$ cat src/rtl/alu_rv_pkg.sv
// Shared definitions for the RV32I ALU control-transfer blocks:
// opcode encodings, default widths and the stage-1 control payload.
package alu_rv_pkg;

  localparam int XLEN_DEFAULT        = 32;
  localparam int IALIGN_DEFAULT      = 32;
  localparam int LINK_OFFSET_DEFAULT = 4;

  // Control-transfer opcode as delivered by decode.
  typedef enum logic [2:0] {
    CT_JAL  = 3'd0,
    CT_JALR = 3'd1,
    CT_BEQ  = 3'd2,
    CT_BNE  = 3'd3,
    CT_BLT  = 3'd4,
    CT_BGE  = 3'd5,
    CT_BLTU = 3'd6,
    CT_BGEU = 3'd7
  } ct_op_e;

  // Width-independent part of the stage-1 payload: the opcode plus the
  // three compare flags resolved from rs1/rs2 in the first stage.
  typedef struct packed {
    ct_op_e op;
    logic   eq;
    logic   lt;
    logic   ltu;
  } s1_ctrl_t;

  // Unconditional jumps write the link register; branches never do.
  function automatic logic is_jump(input ct_op_e op);
    return (op == CT_JAL) || (op == CT_JALR);
  endfunction

endpackage

$ cat src/rtl/alu_branch_compare.sv
// Combinational rs1/rs2 comparator producing equal, signed-less-than and
// unsigned-less-than. Shared by any ALU block that needs branch conditions.
module alu_branch_compare #(
  parameter int XLEN = 32
) (
  input  logic [XLEN-1:0] i_rs1,
  input  logic [XLEN-1:0] i_rs2,
  output logic            o_eq,
  output logic            o_lt,
  output logic            o_ltu
);

  assign o_eq  = (i_rs1 == i_rs2);
  assign o_lt  = ($signed(i_rs1) < $signed(i_rs2));
  assign o_ltu = (i_rs1 < i_rs2);

endmodule

$ cat src/rtl/alu_control_transfer.sv
// Two-stage RV32I control-transfer unit (JAL, JALR, conditional branches).
// Stage 1 captures the opcode, compare flags, link value and target;
// stage 2 resolves taken/next_pc/misaligned/rd and holds the result for the
// consumer. Both stages use valid/ready flow control; flush kills everything
// in flight on the next edge.
module alu_control_transfer
  import alu_rv_pkg::*;
#(
  parameter int XLEN        = XLEN_DEFAULT,
  parameter int IALIGN      = IALIGN_DEFAULT,
  parameter int LINK_OFFSET = LINK_OFFSET_DEFAULT
) (
  input  logic            clock,
  input  logic            reset,
  input  logic            in_valid,
  output logic            in_ready,
  input  logic [2:0]      op,
  input  logic [XLEN-1:0] pc,
  input  logic [XLEN-1:0] rs1_value,
  input  logic [XLEN-1:0] rs2_value,
  input  logic [XLEN-1:0] immediate,
  input  logic            flush,
  output logic            out_valid,
  input  logic            out_ready,
  output logic [XLEN-1:0] next_pc,
  output logic [XLEN-1:0] rd_value,
  output logic            rd_write,
  output logic            taken,
  output logic            misaligned
);

  // Only 32-bit instruction alignment traps on target[1]; with the C
  // extension every even address is legal and JALR already clears bit 0.
  localparam logic CHECK_ALIGN = (IALIGN == 32);

  // ---------------------------------------------------------------------
  // Flow control
  // ---------------------------------------------------------------------
  logic w_s1_advance;
  logic w_s2_advance;
  logic w_accept;

  logic r_s1_valid;
  logic r_s2_valid;

  assign w_s2_advance = ~r_s2_valid | out_ready;
  assign w_s1_advance = ~r_s1_valid | w_s2_advance;
  assign in_ready     = w_s1_advance & ~flush;
  assign w_accept     = in_valid & in_ready;

  // ---------------------------------------------------------------------
  // Stage 1 combinational: compare flags, link and target
  // ---------------------------------------------------------------------
  ct_op_e          w_op;
  logic            w_eq;
  logic            w_lt;
  logic            w_ltu;
  logic [XLEN-1:0] w_jalr_sum;
  logic [XLEN-1:0] w_target;
  logic [XLEN-1:0] w_link;

  assign w_op = ct_op_e'(op);

  alu_branch_compare #(
    .XLEN (XLEN)
  ) u_branch_compare (
    .i_rs1 (rs1_value),
    .i_rs2 (rs2_value),
    .o_eq  (w_eq),
    .o_lt  (w_lt),
    .o_ltu (w_ltu)
  );

  // All adds wrap modulo 2^XLEN; overflow is architecturally invisible.
  assign w_jalr_sum = rs1_value + immediate;
  assign w_target   = (w_op == CT_JALR) ? {w_jalr_sum[XLEN-1:1], 1'b0}
                                        : (pc + immediate);
  assign w_link     = pc + XLEN'(LINK_OFFSET);

  // ---------------------------------------------------------------------
  // Stage 1 registers
  // ---------------------------------------------------------------------
  s1_ctrl_t        r_s1_ctrl;
  logic [XLEN-1:0] r_s1_pc;
  logic [XLEN-1:0] r_s1_link;
  logic [XLEN-1:0] r_s1_target;

  // Stage-1 valid bit and payload capture on an accepted request.
  // NOTE: sequential state uses non-blocking assignments so every register
  // samples pre-edge values and the two stages shift as a real pipeline.
  always_ff @(posedge clock or posedge reset) begin
    if (reset) begin
      r_s1_valid  <= 1'b0;
      r_s1_ctrl   <= '0;
      r_s1_pc     <= '0;
      r_s1_link   <= '0;
      r_s1_target <= '0;
    end else begin
      if (flush) begin
        r_s1_valid <= 1'b0;
      end else if (w_s1_advance) begin
        r_s1_valid <= w_accept;
      end
      if (w_accept) begin
        r_s1_ctrl.op  <= w_op;
        r_s1_ctrl.eq  <= w_eq;
        r_s1_ctrl.lt  <= w_lt;
        r_s1_ctrl.ltu <= w_ltu;
        r_s1_pc       <= pc;
        r_s1_link     <= w_link;
        r_s1_target   <= w_target;
      end
    end
  end

  // ---------------------------------------------------------------------
  // Stage 2 combinational: resolve the transfer from the stage-1 payload
  // ---------------------------------------------------------------------
  logic            w_taken;
  logic            w_is_jump;
  logic            w_misaligned;
  logic            w_rd_write;
  logic [XLEN-1:0] w_next_pc;
  logic [XLEN-1:0] w_rd_value;

  // Select the branch condition, then derive next_pc, trap flag and rd.
  // NOTE: every output gets a default before the case so no path can leave
  // a value unassigned and infer a latch.
  always_comb begin
    w_taken   = 1'b0;
    w_is_jump = is_jump(r_s1_ctrl.op);
    case (r_s1_ctrl.op)
      CT_JAL,
      CT_JALR: w_taken = 1'b1;
      CT_BEQ:  w_taken = r_s1_ctrl.eq;
      CT_BNE:  w_taken = ~r_s1_ctrl.eq;
      CT_BLT:  w_taken = r_s1_ctrl.lt;
      CT_BGE:  w_taken = ~r_s1_ctrl.lt;
      CT_BLTU: w_taken = r_s1_ctrl.ltu;
      CT_BGEU: w_taken = ~r_s1_ctrl.ltu;
      default: w_taken = 1'b0;
    endcase
    // A misaligned target is still reported so the trap unit can log it.
    w_next_pc    = w_taken ? r_s1_target : (r_s1_pc + XLEN'(4));
    w_misaligned = w_taken & CHECK_ALIGN & r_s1_target[1];
    w_rd_write   = w_is_jump & ~w_misaligned;
    w_rd_value   = w_is_jump ? r_s1_link : '0;
  end

  // ---------------------------------------------------------------------
  // Stage 2 registers (the visible result)
  // ---------------------------------------------------------------------
  logic [XLEN-1:0] r_next_pc;
  logic [XLEN-1:0] r_rd_value;
  logic            r_rd_write;
  logic            r_taken;
  logic            r_misaligned;

  // Stage-2 valid bit and result capture; results hold while stalled.
  // NOTE: result registers are reset too, because consumers may look at
  // them straight out of reset and must see zeros rather than X.
  always_ff @(posedge clock or posedge reset) begin
    if (reset) begin
      r_s2_valid   <= 1'b0;
      r_next_pc    <= '0;
      r_rd_value   <= '0;
      r_rd_write   <= 1'b0;
      r_taken      <= 1'b0;
      r_misaligned <= 1'b0;
    end else begin
      if (flush) begin
        r_s2_valid <= 1'b0;
      end else if (w_s2_advance) begin
        r_s2_valid <= r_s1_valid;
      end
      if (w_s2_advance && r_s1_valid) begin
        r_next_pc    <= w_next_pc;
        r_rd_value   <= w_rd_value;
        r_rd_write   <= w_rd_write;
        r_taken      <= w_taken;
        r_misaligned <= w_misaligned;
      end
    end
  end

  assign out_valid  = r_s2_valid;
  assign next_pc    = r_next_pc;
  assign rd_value   = r_rd_value;
  assign rd_write   = r_rd_write;
  assign taken      = r_taken;
  assign misaligned = r_misaligned;

endmodule

$ cat config.mk
export PLATFORM = sky130hd
export DESIGN_NAME = alu_control_transfer
export DESIGN_NICKNAME = d
export VERILOG_FILES = /design/src/rtl/alu_rv_pkg.sv /design/src/rtl/alu_branch_compare.sv /design/src/rtl/alu_control_transfer.sv
export SDC_FILE = /design/constraint.sdc
export NUM_CORES = 1
export LEC_CHECK = 0
export ABC_AREA = 1
export CELL_PAD_IN_SITES_DETAIL_PLACEMENT = 0
export CELL_PAD_IN_SITES_GLOBAL_PLACEMENT = 1
export CORE_MARGIN = 8
export CORE_UTILIZATION = 35
export DETAILED_ROUTE_END_ITERATION = 8
export PLACE_DENSITY = 0.81
export SLEW_MARGIN = 40
export SYNTH_ARGS = -nofsm -noshare
export SYNTH_HDL_FRONTEND = slang
export SYNTH_SLANG_ARGS = --single-unit
$ cat constraint.sdc
create_clock -name clock -period 6 [get_ports clock]
set_input_delay 1.2 -clock clock [delete_from_list [all_inputs] [get_ports clock]]
set_output_delay 1.2 -clock clock [all_outputs]
set_load 0.1 [all_outputs]
Word level (Yosys, flattened, before mapping)
Cells that the tools add are included.
{"block": "totals", "ff_bits": 171, "in_bits": 136}
{"block": "classes", "addsub": 4, "n_reduce_logical": 6, "eq_ne": 9, "order_cmp": 2, "n_mux": 8, "bitwise_logic": 13}
{"op": "32-bit 2-to-1 mux", "n": 3}
{"op": "32-bit by 3-bit adder with 32-bit output, second input constant", "n": 2}
{"op": "32-bit adder", "n": 2}
{"op": "32-bit less-than comparator", "n": 2}
{"op": "32-bit == test", "n": 1}
{"op": "3-bit == test, second input constant", "n": 4}
{"op": "1-bit NOT", "n": 7}
{"op": "1-bit case mux with 7 select lines", "n": 1}
{"op": "3-bit by 1-bit == test with 1-bit output, second input constant", "n": 2}
{"op": "3-bit by 2-bit == test with 1-bit output, second input constant", "n": 2}
{"op": "1-bit AND", "n": 4}
{"op": "1-bit 2-to-1 mux", "n": 4}
{"op": "2-bit nonzero test", "n": 2}
{"op": "3-bit zero test", "n": 1}
{"op": "1-bit bitwise OR", "n": 2}
{"op": "2-bit OR reduction", "n": 1}
{"op": "1-bit logical AND", "n": 1}
{"op": "1-bit logical OR", "n": 1}

Depth between registers and ports, before layout
Gate-level depths: netlist (run 1).
{"block": "logic_depth", "depth_word": 7, "depth_mapped": 16}

Modules after synthesis
Synthesis (run 1) repeated with hierarchy kept, for this count alone.
{"block": "hier_totals", "hier_cells": 2173, "hier_area_um2": 13780.7}
{"module": "alu_control_transfer", "cells_each": 2026, "area_per_inst_um2": 12884.9, "n_inst": 1, "seq_area_each_um2": 4229.1}
{"module": "alu_branch_compare", "cells_each": 147, "area_per_inst_um2": 895.9, "n_inst": 1, "seq_area_each_um2": 0.0}

Least setup slack after synthesis (run 1)
Ideal clock, no wire load.
{"block": "synth_path", "path_type": "input port to output port", "start": "input port out_ready", "end": "output port in_ready", "n_path_buf": 0, "path_stages": 4, "arrival_ns": 1.977, "slack_ns": 2.823, "t_required_ns": 4.800, "path_cell_list": "inv_1 nand3_1 nand2_1 inv_1"}
{"block": "synth_between", "elab_chain_cells": 3}
{"element": "start: declaration", "line": "alu_control_transfer.sv:24", "rtl": "input logic out_ready,"}
{"element": "1-bit bitwise OR", "line": "alu_control_transfer.sv:46", "rtl": "assign w_s2_advance = ~r_s2_valid | out_ready;"}
{"element": "1-bit bitwise OR", "line": "alu_control_transfer.sv:47", "rtl": "assign w_s1_advance = ~r_s1_valid | w_s2_advance;"}
{"element": "1-bit AND", "line": "alu_control_transfer.sv:48", "rtl": "assign in_ready = w_s1_advance & ~flush;"}
{"element": "end: declaration", "line": "alu_control_transfer.sv:16", "rtl": "output logic in_ready,"}
No other way between the ends.

Worst setup path after layout (run 1)
Same ends and word-level chain as after synthesis.

==> results_dict.tcl, run 1 <==
set metrics [dict create \
    finalMaxSlewViolations 0 \
    rr_worst_depth 8 \
    fin_setup_tns_ps 0 \
    cts_made_buffers 17 \
    yosysMostFrequentCell "nand2_1" \
    synth.area.mux_share 0 \
    start_kind "input pin" \
    h-tree-depth 4 \
    fin_crit_ps 3580 \
    clk_latency_ps 430 \
    r2r_end "r_s1_link[12]" \
    synthFlopType "dfrtp_1" \
    status "finished, final reports clean" \
    worst_pin_slew_ps 744 \
    placed_area_mm2 0.0161 \
    clk_pin_slew_ps 60 \
    pwr-share-seq 0.323 \
    worstHoldStart "next_pc[30]" \
    hold_viol 0 \
    area_growth_pct 20.6 \
    ys.warnings.count 0 \
    cts_resized 0 \
    power_report.internal_total_mw 2.48 \
    crit_top_cell "inv_1" \
    drt_iter0_drc 773 \
    syn_nets 2374 \
    nets 2563 \
    yosys-top-cells-count "nand2_1, inv_1, dfrtp_1, nand3_1, nor2_1" \
    cp_cell_sequence "clkdlybuf4s50_1, inv_1, nand3_1, nand2_1, inv_1, buf_2" \
    io_buffers 204 \
    crit_end "in_ready" \
    ioPinCount 205 \
    power_mw 4.61 \
    yosysSeqAreaShare 0.305 \
    max-vdd-ir-drop_uv 148 \
    reg2reg_slack_ps 3530 \
    synth-xor-area-share 0.0164 \
    synth_top_family_by_area "simple AND/OR/NAND/NOR gates" \
    die_width_um 215 \
    grt_start_max_net_pins 106 \
    dpl.hpwl_um 39500 \
    seq_area_mm2 0.00423 \
    floorplan.rows 73 \
    ant_nets 0 \
    remaining_drc_errors 0 \
    max-slew-margin-rel 0.504 \
    timing.fmax_mhz 280 \
    r2r_start "r_s1_valid" \
    hold_buffers 0 \
    dp_cells 2836 \
    power_switching_mw 2.13 \
    critical_path_cell_count 6 \
    coreArea_mm2 0.0394 \
    p_leak_nw 9.01 \
    crit_fanout 2 \
    drt_first_pass_iters 7 \
    place.gp.congestion 0.912 \
    ys_types 54 \
    clockRootBuffer "clkbuf_16" \
    combPwrFrac 0.431 \
    synth_fa_ha_area_frac 0.0887 \
    num_vias 13900 \
    cts.sinks 169 \
    yosysTopAreaCellShare 0.305 \
    power_frac_clock 0.245 \
    synth_edf_count 0 \
    power_switching_share 0.462 \
    crit_required_ps 4800 \
    crit_start "out_ready" \
    synthTopCellsByArea "dfrtp_1, nand2_1, inv_1" \
    syn_inst 2141 \
    setup_violations 0 \
    critical_path.slowest_cell "clkdlybuf4s50_1" \
    period_share 0.596 \
    ys_ff_latch 169 \
    cts_buffer_depth 2 \
    yosys.area_share.simple 0.356 \
    synth_top_area_cell "dfrtp_1" \
    crit_buf_inv 4 \
    antenna_found_initial 7 \
    cts_tree "done" \
    track_usage 0.203 \
    synth_compound_area_frac 0.114 \
    multi_input_area_mm2 0.00798 \
    avgSynthCellArea_um2 6.47 \
    initial_core_util 0.352 \
    syn-cell-area_mm2 0.0138 \
    final_cell_count_no_fill 2875 \
    fin_area_mm2 0.0167 \
    post_cts_buffers 0 \
    cap_violations 0 \
    n_fill_cell 4225 \
    wire_per_inst_um 16.6 \
    power.density_mw_per_mm2 276 \
    via_per_inst 4.83 \
    totalWireLength_um 47700 \
    grt_pass1_vias 13700 \
    fp.dieH_um 215 \
    worstSetupPathType "input pin to output port" \
    rsz0062_at_grt "false" \
    overflow 0 \
    min_path_type "register to register" \
    layout-drive-gt1-share 0.0738 \
    endpoint_kind "output port" \
    slowest_delay_ps 450 \
    cp_top_family "buffers and inverters" \
    fp.dieArea_mm2 0.0462 \
    async_flop_share 1.00 \
    fin_skew_ps 7.65 \
    grt_pass1_wl_um 74700 \
    cp.arrival_ps 2380 \
]
routing by layer:
metal,routed length (um),vias to the layer above,GRT usage
li1,-,7139,-
met1,22200,6330,0.268
met2,22100,360,0.335
met3,2250,66,0.0308
met4,1210,0,0.0690
met5,0,-,0
power groups by stage:
stage                     clock network [mW]  logic (mW)  registers (mW)
after CTS                               1.15        2.00            1.49
after detailed placement                   0        1.99            1.51
final                                   1.13        1.99            1.49
after global placement                     0        2.08            1.51
after global routing                    1.19        2.15            1.51
after floorplan                            0       0.731            2.23
placed cells by master, fill, tap and decap left out, types with 6 or more instances in the layout:
| cell | n |
|---|---|
| nand2_2 | 8 |
| clkdlybuf4s50_1 | 135 |
| nand3b_1 | 12 |
| a21oi_1 | 82 |
| o221ai_1 | 12 |
| nor3_1 | 23 |
| nand4_1 | 15 |
| ha_1 | 95 |
| o21bai_1 | 10 |
| inv_1 | 378 |
| o211ai_1 | 19 |
| nor2_1 | 122 |
| nand2_1 | 773 |
| xor2_1 | 18 |
| o21ai_0 | 116 |
| nand2_4 | 6 |
| buf_4 | 8 |
| clkbuf_16 | 17 |
| nor4_1 | 8 |
| buf_2 | 69 |
| nor2_4 | 16 |
| xnor2_1 | 8 |
| inv_2 | 8 |
| nand3_1 | 132 |
| dfrtp_1 | 169 |
| o21ai_1 | 13 |
| diode_2 | 7 |
sequential cells by signal (all words and copies together), names as in the netlist:
register	flops
r_s1_valid	1
next_pc	32
rd_write	1
r_s1_ctrl	6
r_s1_pc	32
misaligned	1
r_s1_link	30
rd_value	32
out_valid	1
r_s1_target	32
taken	1
stage by stage:
step | hold slack, ps | setup WS, ps | util
floorplan | 441 | 225 | -
global placement | 465 | 1700 | 0.417
detailed placement | 463 | 2240 | 0.409
CTS | 480 | 2420 | 0.424
global route | 511 | 2340 | 0.424
finish | 473 | 2420 | 0.424
tightest hold or removal path, delay by kind of cell (launching register included):
family        cells  cell delay (ps)
flops             1              340
simple gates      2              100
logic make-up after synthesis:
logic type	count (synthesis)
AOI/OAI and AO/OA	277
xor gates and xnor gates	26
buffers and inverters	429
adders and majority gates	97
and+or+nand+nor	1143
DFF	169
area by class of cell:
| type | count | share of cell area |
|---|---|---|
| Antenna cell | 7 | 0.00105 |
| Sequential cell | 169 | 0.253 |
| Timing Repair Buffer | 212 | 0.105 |
| Multi-Input combinational cell | 1543 | 0.478 |
| Clock inverter | 14 | 0.0103 |
| Inverter | 387 | 0.0874 |
| Clock buffer | 18 | 0.0257 |
| Tap cell | 525 | 0.0393 |
how the worst min path moves through the flow:
stage	end	slack [ps]	depth (start not counted)
5_1_grt	rd_value[15]	510	2
2_1_floorplan	r_s1_target[30]	440	2
4_1_cts	next_pc[30]	480	2
3_3_place_gp	taken	460	2
3_5_place_dp	next_pc[30]	460	2
6_report	next_pc[30]	470	2
(Power assumes the default switching activity.)
==> inputs of run 2 (changes only) <==
clock period = 3.1 ns   (was 6 ns; I/O delays follow)
==> run 2 against run 1 <==
- first-iteration DRC count rose by 29%
- sequential share of layout area fell by 0.89 points
- cell count rose by 1.3%
- via count rose by 1.5%
- sequential power rose by 95%
- critical endpoint is now r_s1_ctrl[1]
==> results_dict.tcl, run 2 (synthesized netlist as in run 1, its figures left out) <==
set metrics [dict create \
    h-tree-depth 4 \
    met2_length_um 22700 \
    ioPinCount 205 \
    final_util 0.440 \
    fp.dieH_um 215 \
    track_usage 0.210 \
    whs_ps 480 \
    power_switching_mw 4.13 \
    post_cts_buffers 0 \
    p_leak_nw 9.28 \
    crit_fanout 3 \
    grt_pass1_vias 13800 \
    critical_path.slowest_cell "clkdlybuf4s50_1" \
    cap_violations 0 \
    hold_viol 0 \
    area_growth_pct 25.1 \
    setup_violations 0 \
    grt_start_max_net_pins 92 \
    slowest_delay_ps 460 \
    finalMaxSlewViolations 0 \
    cts.sinks 169 \
    grt_pass1_wl_um 76500 \
    hold_buffers 0 \
    crit_buf_inv 2 \
    nets 2604 \
    wire_per_inst_um 17.0 \
    fin_crit_ps 2640 \
    worstSetupPathType "input pin to register" \
    fin_skew_ps 11.3 \
    clk_latency_ps 440 \
    die_width_um 215 \
    cp.arrival_ps 2980 \
    timing.fmax_mhz 378 \
    power_report.internal_total_mw 5.23 \
    cts_tree "done" \
    worst_pin_slew_ps 737 \
    crit_required_ps 3430 \
    clockRootBuffer "clkbuf_16" \
    cp_top_family "simple AND/OR/NAND/NOR gates" \
    highest_layer "met4" \
    ant_nets 0 \
    layout_common_cells "nand2_1, inv_1, dfrtp_1, clkdlybuf4s50_1, nand3_1" \
    pwr-share-seq 0.310 \
    wl_met1_um 23100 \
    fp.dieArea_mm2 0.0462 \
    max-vdd-ir-drop_uv 408 \
    floorplan.rows 73 \
    min_path_type "register to register" \
    crit_top_cell "nand2_1" \
    antenna_found_initial 4 \
    power_frac_clock 0.258 \
    met3WireLength_um 2340 \
    initial_core_util 0.352 \
    coreArea_mm2 0.0394 \
    clk_pin_slew_ps 70 \
    n_fill_cell 4131 \
    endpoint_kind "register" \
    max-slew-margin-rel 0.509 \
    layout-drive-gt1-share 0.0889 \
    final_common_cell "nand2_1" \
    num_vias 14100 \
    remaining_drc_errors 0 \
    via_per_inst 4.84 \
    status "finished, final reports clean" \
    drt_first_pass_iters 7 \
    cts_resized 0 \
    place.gp.congestion 0.899 \
    start_kind "input pin" \
    dpl.hpwl_um 41400 \
    cts_made_buffers 17 \
    drt_iter0_drc 995 \
    period_share 0.852 \
    cts_buffer_depth 2 \
    dp_slack_ps -401 \
    io_buffers 204 \
    cp_cell_sequence "clkdlybuf4s50_1, inv_1, ha_1, nand2_1, nor2_1, nand4_1, nor4_2, nand2_1, nand2_1, nand2_1, nand2_1, nand2_1" \
    fin_ws_ps 457 \
    totalWireLength_um 49400 \
    combPwrFrac 0.432 \
    power_switching_share 0.441 \
    rsz0062_at_grt "false" \
    overflow 0 \
    power.density_mw_per_mm2 540 \
]
-- run 2: changes by cell type in the layout (fill, tap and decap cells not counted), moves of 3 or more --
cell       delta
diode_2       -3
buf_2        -69
buf_12        +6
buf_4       +104
clkinv_4      -3
bufinv_16     +3
-- run 2: power groups by stage --
stage | sequential [mW] | clock [mW] | combinational (mW)
3_5_place_dp | 2.94 | 0 | 4.05
4_1_cts | 2.90 | 2.48 | 4.06
5_1_grt | 2.94 | 2.56 | 4.36
6_report | 2.90 | 2.42 | 4.04
3_3_place_gp | 2.92 | 0 | 4.03
2_1_floorplan | 4.32 | 0 | 1.42
-- run 2: through the flow --
stage          cell area (um^2)  power [mW]  TNS (ps)  std cells
2_1_floorplan             13900        5.74         0       2141
3_3_place_gp              16600        6.95      -981       2877
3_5_place_dp              16600        6.98     -1050       2877
4_1_cts                   17300        9.43         0       2909
5_1_grt                   17300        9.86         0       2913
6_report                  17300        9.36         0       2913
-- run 2: worst paths after layout --
check	startpoint	to	slack (ps)	depth (start not counted)
setup / recovery	rs2_value[31]	r_s1_ctrl[1]	460	12
hold / removal	r_s1_target[22]	r_s1_target[22]	480	2
setup reg to reg	r_s1_ctrl[4]	next_pc[7]	1130	9
hold reg to reg	r_s1_target[22]	r_s1_target[22]	480	2
max in group asynchronous	reset	next_pc[29]	1850	3
min in group asynchronous	reset	rd_value[0]	530	2
-- run 2: layer usage --
layer / global-route usage / up-vias
li1: - / 7210
met1: 0.282 / 6429
met2: 0.346 / 399
met3: 0.0268 / 69
met4: 0.0688 / 0
met5: 0 / -
-- run 2: layout make-up --
| type | count | area (um^2) | area share |
|---|---|---|---|
| Multi-Input combinational cell | 1543 | 7990 | 0.461 |
| Sequential cell | 169 | 4230 | 0.244 |
| Timing Repair Buffer | 253 | 2310 | 0.134 |
| Inverter | 387 | 1460 | 0.0841 |
| Tap cell | 525 | 657 | 0.0379 |
| Clock buffer | 21 | 450 | 0.0260 |
| Clock inverter | 11 | 218 | 0.0126 |
| Antenna cell | 4 | 10.0 | 0.000578 |
-- run 2: tightest hold or removal path, cell delays in order (launching register included) --
cell and delay, ps:
dfrtp_1 340, nand2_1 60, nand2_1 50
